<file path="config.mk">
export PLATFORM = sky130hd
export DESIGN_NAME = vp_pair_scheduler_flat
export DESIGN_NICKNAME = d
export VERILOG_FILES = /design/src/rtl/vp_pair_scheduler_if.sv /design/src/rtl/vp_pair_scheduler.sv /design/src/flat_wrapper.sv
export SDC_FILE = /design/constraint.sdc
export NUM_CORES = 1
export LEC_CHECK = 0
export CAP_MARGIN = 20
export CORE_MARGIN = 2
export CORE_UTILIZATION = 40
export CTS_CLUSTER_DIAMETER = 30
export DETAILED_ROUTE_END_ITERATION = 10
export PLACE_DENSITY_LB_ADDON = 0.15
export SLEW_MARGIN = 5
export SYNTH_ARGS = -nofsm -noshare
export SYNTH_HDL_FRONTEND = slang
export SYNTH_SLANG_ARGS = --single-unit
</file>
<file path="constraint.sdc">
create_clock -name i_clk -period 2.14 [get_ports i_clk]
set_input_delay 0.642 -clock i_clk [delete_from_list [all_inputs] [get_ports i_clk]]
set_output_delay 0.642 -clock i_clk [all_outputs]
set_load 0.01 [all_outputs]
</file>
<file path="src/rtl/vp_pair_scheduler_if.sv">
// rtl/vp_pair_scheduler_if.sv - bundle inputs, pop acks and MAC entry stream of the pair scheduler
interface vp_pair_scheduler_if #(
    parameter int ADDR_W = 7,
    parameter int DATA_W = 16,
    parameter int LANES  = 3
);
    logic                        i_left_ready;
    logic [LANES-1:0]            i_left_mask;
    logic [LANES*3*ADDR_W-1:0]   i_left_addr;
    logic [LANES*DATA_W-1:0]     i_left_w;
    logic [LANES*DATA_W-1:0]     i_left_ia;
    logic                        i_right_ready;
    logic [LANES-1:0]            i_right_mask;
    logic [LANES*3*ADDR_W-1:0]   i_right_addr;
    logic [LANES*DATA_W-1:0]     i_right_w;
    logic [LANES*DATA_W-1:0]     i_right_ia;
    logic                        o_left_ack;
    logic                        o_right_ack;
    logic                        o_valid;
    logic                        i_ready;
    logic [3*ADDR_W-1:0]         o_addr;
    logic [DATA_W-1:0]           o_w;
    logic [DATA_W-1:0]           o_ia;
    logic                        o_src;

    modport master (
        input  i_left_ready, i_left_mask, i_left_addr, i_left_w, i_left_ia,
        input  i_right_ready, i_right_mask, i_right_addr, i_right_w, i_right_ia,
        input  i_ready,
        output o_left_ack, o_right_ack, o_valid, o_addr, o_w, o_ia, o_src
    );

    modport slave (
        output i_left_ready, i_left_mask, i_left_addr, i_left_w, i_left_ia,
        output i_right_ready, i_right_mask, i_right_addr, i_right_w, i_right_ia,
        output i_ready,
        input  o_left_ack, o_right_ack, o_valid, o_addr, o_w, o_ia, o_src
    );
endinterface

</file>
<file path="src/rtl/vp_pair_scheduler.sv">
// rtl/vp_pair_scheduler.sv - round-robin pop of left/right VPEncoder bundles, serialized onto one MAC lane
module vp_pair_scheduler #(
    parameter int ADDR_W = 7,
    parameter int DATA_W = 16,
    parameter int LANES  = 3,
    parameter int CNT_W  = 11
) (
    input  logic              i_clk,
    input  logic              i_rst_n,
    input  logic              i_start,
    input  logic [CNT_W-1:0]  i_bundles,
    output logic              o_busy,
    output logic              o_done,
    vp_pair_scheduler_if.master bus
);
    localparam int IDX_W = (LANES > 1) ? $clog2(LANES) : 1;
    localparam int AW3   = 3 * ADDR_W;

    typedef enum logic [1:0] {IDLE, ARB, ISSUE, DONE} state_t;

    state_t                    state_q, state_d;
    logic [CNT_W-1:0]          cnt_q, cnt_d;
    logic [CNT_W-1:0]          target_q, target_d;
    logic                      last_q, last_d;
    logic                      src_q, src_d;
    logic [LANES-1:0]          mask_q, mask_d;
    logic [LANES*AW3-1:0]      addr_q, addr_d;
    logic [LANES*DATA_W-1:0]   w_q, w_d;
    logic [LANES*DATA_W-1:0]   ia_q, ia_d;
    logic [IDX_W-1:0]          idx_q, idx_d;

    logic                      grant_l, grant_r;
    logic [LANES-1:0]          sel_mask;
    logic [IDX_W:0]            first_hit, next_hit;
    logic [CNT_W-1:0]          cnt_inc;
    logic                      last_bundle;

    // Returns {found, index} of the lowest set bit of m at or above position from.
    function automatic logic [IDX_W:0] first_set(input logic [LANES-1:0] m, input int from);
        logic [IDX_W:0] r;
        r = '0;
        for (int k = LANES - 1; k >= 0; k--) begin
            if (m[k] && (k >= from)) r = {1'b1, IDX_W'(k)};
        end
        return r;
    endfunction

    // last_q == 1 means right won last, so left has priority on a tie.
    assign grant_l = i_rst_n && (state_q == ARB) && bus.i_left_ready &&
                     (!bus.i_right_ready || last_q);
    assign grant_r = i_rst_n && (state_q == ARB) && bus.i_right_ready &&
                     (!bus.i_left_ready || !last_q);

    assign sel_mask    = grant_r ? bus.i_right_mask : bus.i_left_mask;
    assign first_hit   = first_set(sel_mask, 0);
    assign next_hit    = first_set(mask_q, int'(idx_q) + 1);
    assign cnt_inc     = cnt_q + 1'b1;
    assign last_bundle = (cnt_inc == target_q);

    always_comb begin
        state_d  = state_q;
        cnt_d    = cnt_q;
        target_d = target_q;
        last_d   = last_q;
        src_d    = src_q;
        mask_d   = mask_q;
        addr_d   = addr_q;
        w_d      = w_q;
        ia_d     = ia_q;
        idx_d    = idx_q;
        case (state_q)
            IDLE: begin
                if (i_start) begin
                    target_d = i_bundles;
                    cnt_d    = '0;
                    last_d   = 1'b1;
                    state_d  = (i_bundles == '0) ? DONE : ARB;
                end
            end
            ARB: begin
                if (grant_l || grant_r) begin
                    mask_d = sel_mask;
                    addr_d = grant_r ? bus.i_right_addr : bus.i_left_addr;
                    w_d    = grant_r ? bus.i_right_w    : bus.i_left_w;
                    ia_d   = grant_r ? bus.i_right_ia   : bus.i_left_ia;
                    last_d = grant_r;
                    src_d  = grant_r;
                    if (sel_mask != '0) begin
                        idx_d   = first_hit[IDX_W-1:0];
                        state_d = ISSUE;
                    end else begin
                        cnt_d   = cnt_inc;
                        state_d = last_bundle ? DONE : ARB;
                    end
                end
            end
            ISSUE: begin
                if (bus.i_ready) begin
                    if (next_hit[IDX_W]) begin
                        idx_d = next_hit[IDX_W-1:0];
                    end else begin
                        cnt_d   = cnt_inc;
                        state_d = last_bundle ? DONE : ARB;
                    end
                end
            end
            DONE:    state_d = IDLE;
            default: state_d = IDLE;
        endcase
    end

    always_ff @(posedge i_clk) begin
        if (!i_rst_n) begin
            state_q  <= IDLE;
            cnt_q    <= '0;
            target_q <= '0;
            last_q   <= 1'b1;
            src_q    <= 1'b0;
            mask_q   <= '0;
            addr_q   <= '0;
            w_q      <= '0;
            ia_q     <= '0;
            idx_q    <= '0;
        end else begin
            state_q  <= state_d;
            cnt_q    <= cnt_d;
            target_q <= target_d;
            last_q   <= last_d;
            src_q    <= src_d;
            mask_q   <= mask_d;
            addr_q   <= addr_d;
            w_q      <= w_d;
            ia_q     <= ia_d;
            idx_q    <= idx_d;
        end
    end

    assign bus.o_left_ack  = grant_l;
    assign bus.o_right_ack = grant_r;
    assign bus.o_valid     = (state_q == ISSUE);
    assign bus.o_addr      = addr_q[int'(idx_q)*AW3 +: AW3];
    assign bus.o_w         = w_q[int'(idx_q)*DATA_W +: DATA_W];
    assign bus.o_ia        = ia_q[int'(idx_q)*DATA_W +: DATA_W];
    assign bus.o_src       = src_q;
    assign o_busy          = (state_q != IDLE);
    assign o_done          = (state_q == DONE);
endmodule

</file>
<file path="src/flat_wrapper.sv">
// flat-port wrapper written by rule: the top's interface ports become plain ports
module vp_pair_scheduler_flat 
#(
    parameter int ADDR_W = 7,
    parameter int DATA_W = 16,
    parameter int LANES  = 3,
    parameter int CNT_W  = 11
)
  (i_clk, i_rst_n, i_start, i_bundles, o_busy, o_done, bus_i_left_ready, bus_i_left_mask, bus_i_left_addr, bus_i_left_w, bus_i_left_ia, bus_i_right_ready, bus_i_right_mask, bus_i_right_addr, bus_i_right_w, bus_i_right_ia, bus_i_ready, bus_o_left_ack, bus_o_right_ack, bus_o_valid, bus_o_addr, bus_o_w, bus_o_ia, bus_o_src);
  vp_pair_scheduler_if #(.ADDR_W(ADDR_W), .DATA_W(DATA_W), .LANES(LANES)) bus_i ();
  input  logic i_clk;
  input  logic i_rst_n;
  input  logic i_start;
  input  logic [CNT_W-1:0] i_bundles;
  output logic o_busy;
  output logic o_done;
  input wire logic [$bits(bus_i.i_left_ready)-1:0] bus_i_left_ready;
  input wire logic [$bits(bus_i.i_left_mask)-1:0] bus_i_left_mask;
  input wire logic [$bits(bus_i.i_left_addr)-1:0] bus_i_left_addr;
  input wire logic [$bits(bus_i.i_left_w)-1:0] bus_i_left_w;
  input wire logic [$bits(bus_i.i_left_ia)-1:0] bus_i_left_ia;
  input wire logic [$bits(bus_i.i_right_ready)-1:0] bus_i_right_ready;
  input wire logic [$bits(bus_i.i_right_mask)-1:0] bus_i_right_mask;
  input wire logic [$bits(bus_i.i_right_addr)-1:0] bus_i_right_addr;
  input wire logic [$bits(bus_i.i_right_w)-1:0] bus_i_right_w;
  input wire logic [$bits(bus_i.i_right_ia)-1:0] bus_i_right_ia;
  input wire logic [$bits(bus_i.i_ready)-1:0] bus_i_ready;
  output wire logic [$bits(bus_i.o_left_ack)-1:0] bus_o_left_ack;
  output wire logic [$bits(bus_i.o_right_ack)-1:0] bus_o_right_ack;
  output wire logic [$bits(bus_i.o_valid)-1:0] bus_o_valid;
  output wire logic [$bits(bus_i.o_addr)-1:0] bus_o_addr;
  output wire logic [$bits(bus_i.o_w)-1:0] bus_o_w;
  output wire logic [$bits(bus_i.o_ia)-1:0] bus_o_ia;
  output wire logic [$bits(bus_i.o_src)-1:0] bus_o_src;
  assign bus_i.i_left_ready = bus_i_left_ready;
  assign bus_i.i_left_mask = bus_i_left_mask;
  assign bus_i.i_left_addr = bus_i_left_addr;
  assign bus_i.i_left_w = bus_i_left_w;
  assign bus_i.i_left_ia = bus_i_left_ia;
  assign bus_i.i_right_ready = bus_i_right_ready;
  assign bus_i.i_right_mask = bus_i_right_mask;
  assign bus_i.i_right_addr = bus_i_right_addr;
  assign bus_i.i_right_w = bus_i_right_w;
  assign bus_i.i_right_ia = bus_i_right_ia;
  assign bus_i.i_ready = bus_i_ready;
  assign bus_o_left_ack = bus_i.o_left_ack;
  assign bus_o_right_ack = bus_i.o_right_ack;
  assign bus_o_valid = bus_i.o_valid;
  assign bus_o_addr = bus_i.o_addr;
  assign bus_o_w = bus_i.o_w;
  assign bus_o_ia = bus_i.o_ia;
  assign bus_o_src = bus_i.o_src;
  vp_pair_scheduler #(.ADDR_W(ADDR_W), .DATA_W(DATA_W), .LANES(LANES), .CNT_W(CNT_W)) u_core (.i_clk(i_clk), .i_rst_n(i_rst_n), .i_start(i_start), .i_bundles(i_bundles), .o_busy(o_busy), .o_done(o_done), .bus(bus_i));
endmodule
</file>
==> impl_summary.txt <==
----------------------------------------------------
[Outcome]
  Run status ... finished with violations
  Violated checks ... negative setup slack

[Pwr]
  Leakage dissipation ... 5.70 nW
  Worst vdd ir ... 0.000447 V
  Pwr dens ... 872 mW/mm²

[Clock network]
  Deepest level of the CTS H-tree ... 4
  Clock network latency to the later pin of the worst-skew pair ... 0.45 ns
  CTS buffer count ... 17
  Master cell of the clock root buffer ... clkbuf_16
  Maximum number of buffers from clock root to sink ... 2
  Total of hold buffers inserted after clock tree synthesis ... 0
  Clock transition at the register clock pins on the worst setup and hold paths after CTS ... 0.07 ns
  Clock tree from TritonCTS ... built
  Number of sinks on the clock net ... 189

[Worst setup path]
  Startpoint of the most critical register-to-register path ... u_core.state_q[0]
  Category of the worst setup path launch point ... register
  Crit path required time ... 1.50 ns
  Worst path arrival time ... 1.71 ns
  Reg-to-reg critical path endpoint ... u_core.state_q[1]
  Kind of critical path ... reg2out
  Register-to-register setup slack ... 0.08 ns
  Endpoint type of the worst setup path ... output pin
  R2R cell count ... 8
  Launch point of the worst path ... u_core.idx_q[1]
  Maximum fanout count along the critical path ... 8

[Floorplanning]
  Die area ... 0.0257 mm²
  Starting Density ... 40.5%
  Boundary Pins ... 400
  Core Box Area ... 0.0242 mm²
  Site row count ... 57
  Width of the die ... 160 µm
  Die Height ... 160 µm

[GRT]
  Total congestion overflow ... 0
  Global-route wire length before repair ... 57,200 µm
  Overall fraction of global-route tracks in use ... 27.9%
  Antenna violations before repair ... 1
  Vias in the first global route ... 10,663
  Maximum number of pins on one net before global-route repair ... 110

[Synth]
  Netlist area before placement ... 0.00979 mm²
  Yosys Warn Count ... 0
  Most used DFF post-synth ... dfxtp_1
  Syn avg cell area ... 7.41 µm²
  Sequential element share of the synthesized area ... 38.6%
  Synthesized Nets ... 1,667
  Yosys reg bits ... 189
  Async SR Flop Fraction ... 0%
  Yosys cell types ... 54
  EDFF count, synth ... 0
  Synthesized instance count ... 1,321

[STA]
  Worst relative slew slack ... 60.9%
  Final critical delay including setup and external delays ... 2.35 ns
  Final count of pins violating max slew ... 0
  Slew @ Worst Pin ... 0.587 ns
  Final setup violation count ... 53
  Final Cycle Share ... 110%
  Clock Skews ... 0.0150 ns
  Top achievable clock speed ... 0.425 GHz
  Setup_tns ... -7.30 ns
  Slack of the critical path ... -0.215 ns
  Unrepaired setup endpoints after global routing ... yes
  Fin Hold WS ... 0.456 ns
  Final hold violation count ... 0

[Layout]
  Non-filler cells, final ... 2,061
  Fraction of the core area covered by cells at the end of the flow ... 64.4%
  Area added between synthesis and finish ... 58.9%
  Fraction of layout cells with a size suffix above 1 ... 15.3%
  Fin nets ... 2,068

[Min path]
  Hold worst-path end ... u_core.bus.o_src
  Worst Min Path Start ... u_core.bus.o_src
  Worst min-delay path category ... reg2reg
  Hold-critical path depth ... 2

[Placed design]
  Detail Placement HPWL ... 26,100 µm
  Number of buffers added on ports ... 399
  Cell count after placement ... 1,991
  Final weighted congestion in routability-driven placement ... 0.865

[Route]
  Initial detailed-routing violation count ... 905
  Antenna-violating nets left ... 0
  DRT Wirelength ... 37,400 µm
  DRC ... 0
  Ratio of routed vias to standard cells ... 5.39
  Average routed wire per standard cell ... 18.2 µm
  Router iterations before antenna repair ... 7
  Number of vias in the routed layout ... 11,111

[Flow run]
  Max-cap violations ... 0

----------------------------------------------------
-- flip-flops by register name (all words and copies together) (netlist names) --
register          flops
u_core.addr_q        63
u_core.bus.o_src      1
u_core.cnt_q         11
u_core.ia_q          48
u_core.idx_q          2
u_core.last_q         1
u_core.mask_q         2
u_core.state_q        2
u_core.target_q      11
u_core.w_q           48
-- how the worst max path moves through the flow --
stage	slack, ns	endpoint	cells after the start
6_report	-0.21	bus_o_addr[12]	5
2_1_floorplan	0.02	u_core.cnt_q[5]	7
5_1_grt	-0.26	bus_o_addr[12]	5
3_5_place_dp	-0.65	u_core.cnt_q[8]	8
3_3_place_gp	-0.61	u_core.cnt_q[9]	8
4_1_cts	-0.25	bus_o_w[5]	4
-- worst max-delay path, stage by stage (launching register included) --
cell,delay [ns]
dfxtp_4,0.49
buf_12,0.14
buf_12,0.13
mux2i_4,0.25
o22ai_2,0.11
buf_2,0.15
-- layout make-up --
cell class	count	area [µm²]
fillers	2106	8620
repair buffers	505	4860
multi-input cells	998	5870
inverters	11	48.8
flip-flops and latches	189	3790
clock inverters	13	126
diodes	2	5.00
well taps	324	405
clock buffers	19	453
-- repair_timing --
item	CTS	global route
endpoints found under the setup margin	73	63
cloned	4	0
setup buffers	27	9
pin swaps	4	10
gates resized for setup	310	72
-- logic make-up (layout without fill, tap and decap cells) --
logic type | after synthesis | after routing | synth area share, %
other cells | 0 | 2 | 0
mux | 57 | 57 | 5.83
simple gates | 641 | 642 | 26.4
fa+ha+maj | 5 | 5 | 0.639
compound gates | 283 | 283 | 21.7
flops | 189 | 189 | 38.6
buf+inv | 135 | 548 | 5.78
xor+xnor | 11 | 11 | 0.984
-- metal layers --
layer | track usage [%] | share of wire, % | vias to the layer above
li1 | - | - | 5477
met1 | 33.7 | 41 | 5125
met2 | 47.8 | 49 | 432
met3 | 6.43 | 6.7 | 77
met4 | 12.0 | 3.6 | 0
met5 | 0 | 0 | -
-- metrics by stage --
step,total power [W],instance area (µm²),worst slack (ns)
5_1_grt,0.0143,15600,-0.261
4_1_cts,0.0133,15300,-0.247
3_5_place_dp,0.00982,14400,-0.650
3_3_place_gp,0.00974,14400,-0.615
2_1_floorplan,0.00732,9790,0.0175
6_report,0.0136,15600,-0.215
-- cells in the final DEF (no fill, tap or decap), types with 4 or more instances in the layout --
master / n
clkdlybuf4s15_1: 4
clkdlybuf4s50_1: 338
nor2_1: 165
buf_2: 52
buf_6: 16
inv_1: 6
dfxtp_1: 183
nand3_1: 9
xor2_1: 4
nand2_2: 4
nand2_4: 4
buf_8: 5
o22ai_1: 21
xnor2_1: 7
or2_2: 4
mux2i_1: 36
mux2i_2: 6
dlygate4sd2_1: 4
or4_1: 7
o21ai_1: 18
a311oi_1: 161
buf_12: 19
clkinv_4: 5
mux2i_4: 15
clkbuf_16: 17
o21ai_2: 5
a31oi_1: 4
nand4_1: 5
a21oi_1: 27
buf_4: 67
nand2b_1: 4
dfxtp_2: 5
nand2_1: 410
o21ai_0: 24
-- synthesized netlist by cell type, drive strengths merged (4+ instances only) --
cell type | n | area [µm²]
a311oi | 162 | 1420
or4 | 8 | 60.1
o21ai | 47 | 235
nor2 | 166 | 623
nand3 | 10 | 62.6
nand4 | 5 | 37.5
or2 | 4 | 25.0
o22ai | 24 | 150
xor2 | 4 | 35.0
xnor2 | 7 | 61.3
nor4 | 4 | 31.3
clkbuf | 92 | 355
ha | 5 | 62.6
mux2i | 57 | 571
buf | 31 | 156
nand2b | 4 | 25.0
a21oi | 29 | 145
inv | 11 | 41.3
dfxtp | 189 | 3780
or3 | 4 | 30.0
a31oi | 5 | 31.3
and3 | 4 | 30.0
nand2 | 418 | 1570
-- power by group --
group | leakage, nW | switching, W | internal (W)
Clock | 0.279 | 0.00158 | 0.00160
Combinational | 3.88 | 0.00289 | 0.00278
Sequential | 1.54 | 0.000511 | 0.00420
Total | 5.70 | 0.00498 | 0.00859
Note: power is estimated with default switching activity, not from simulation.
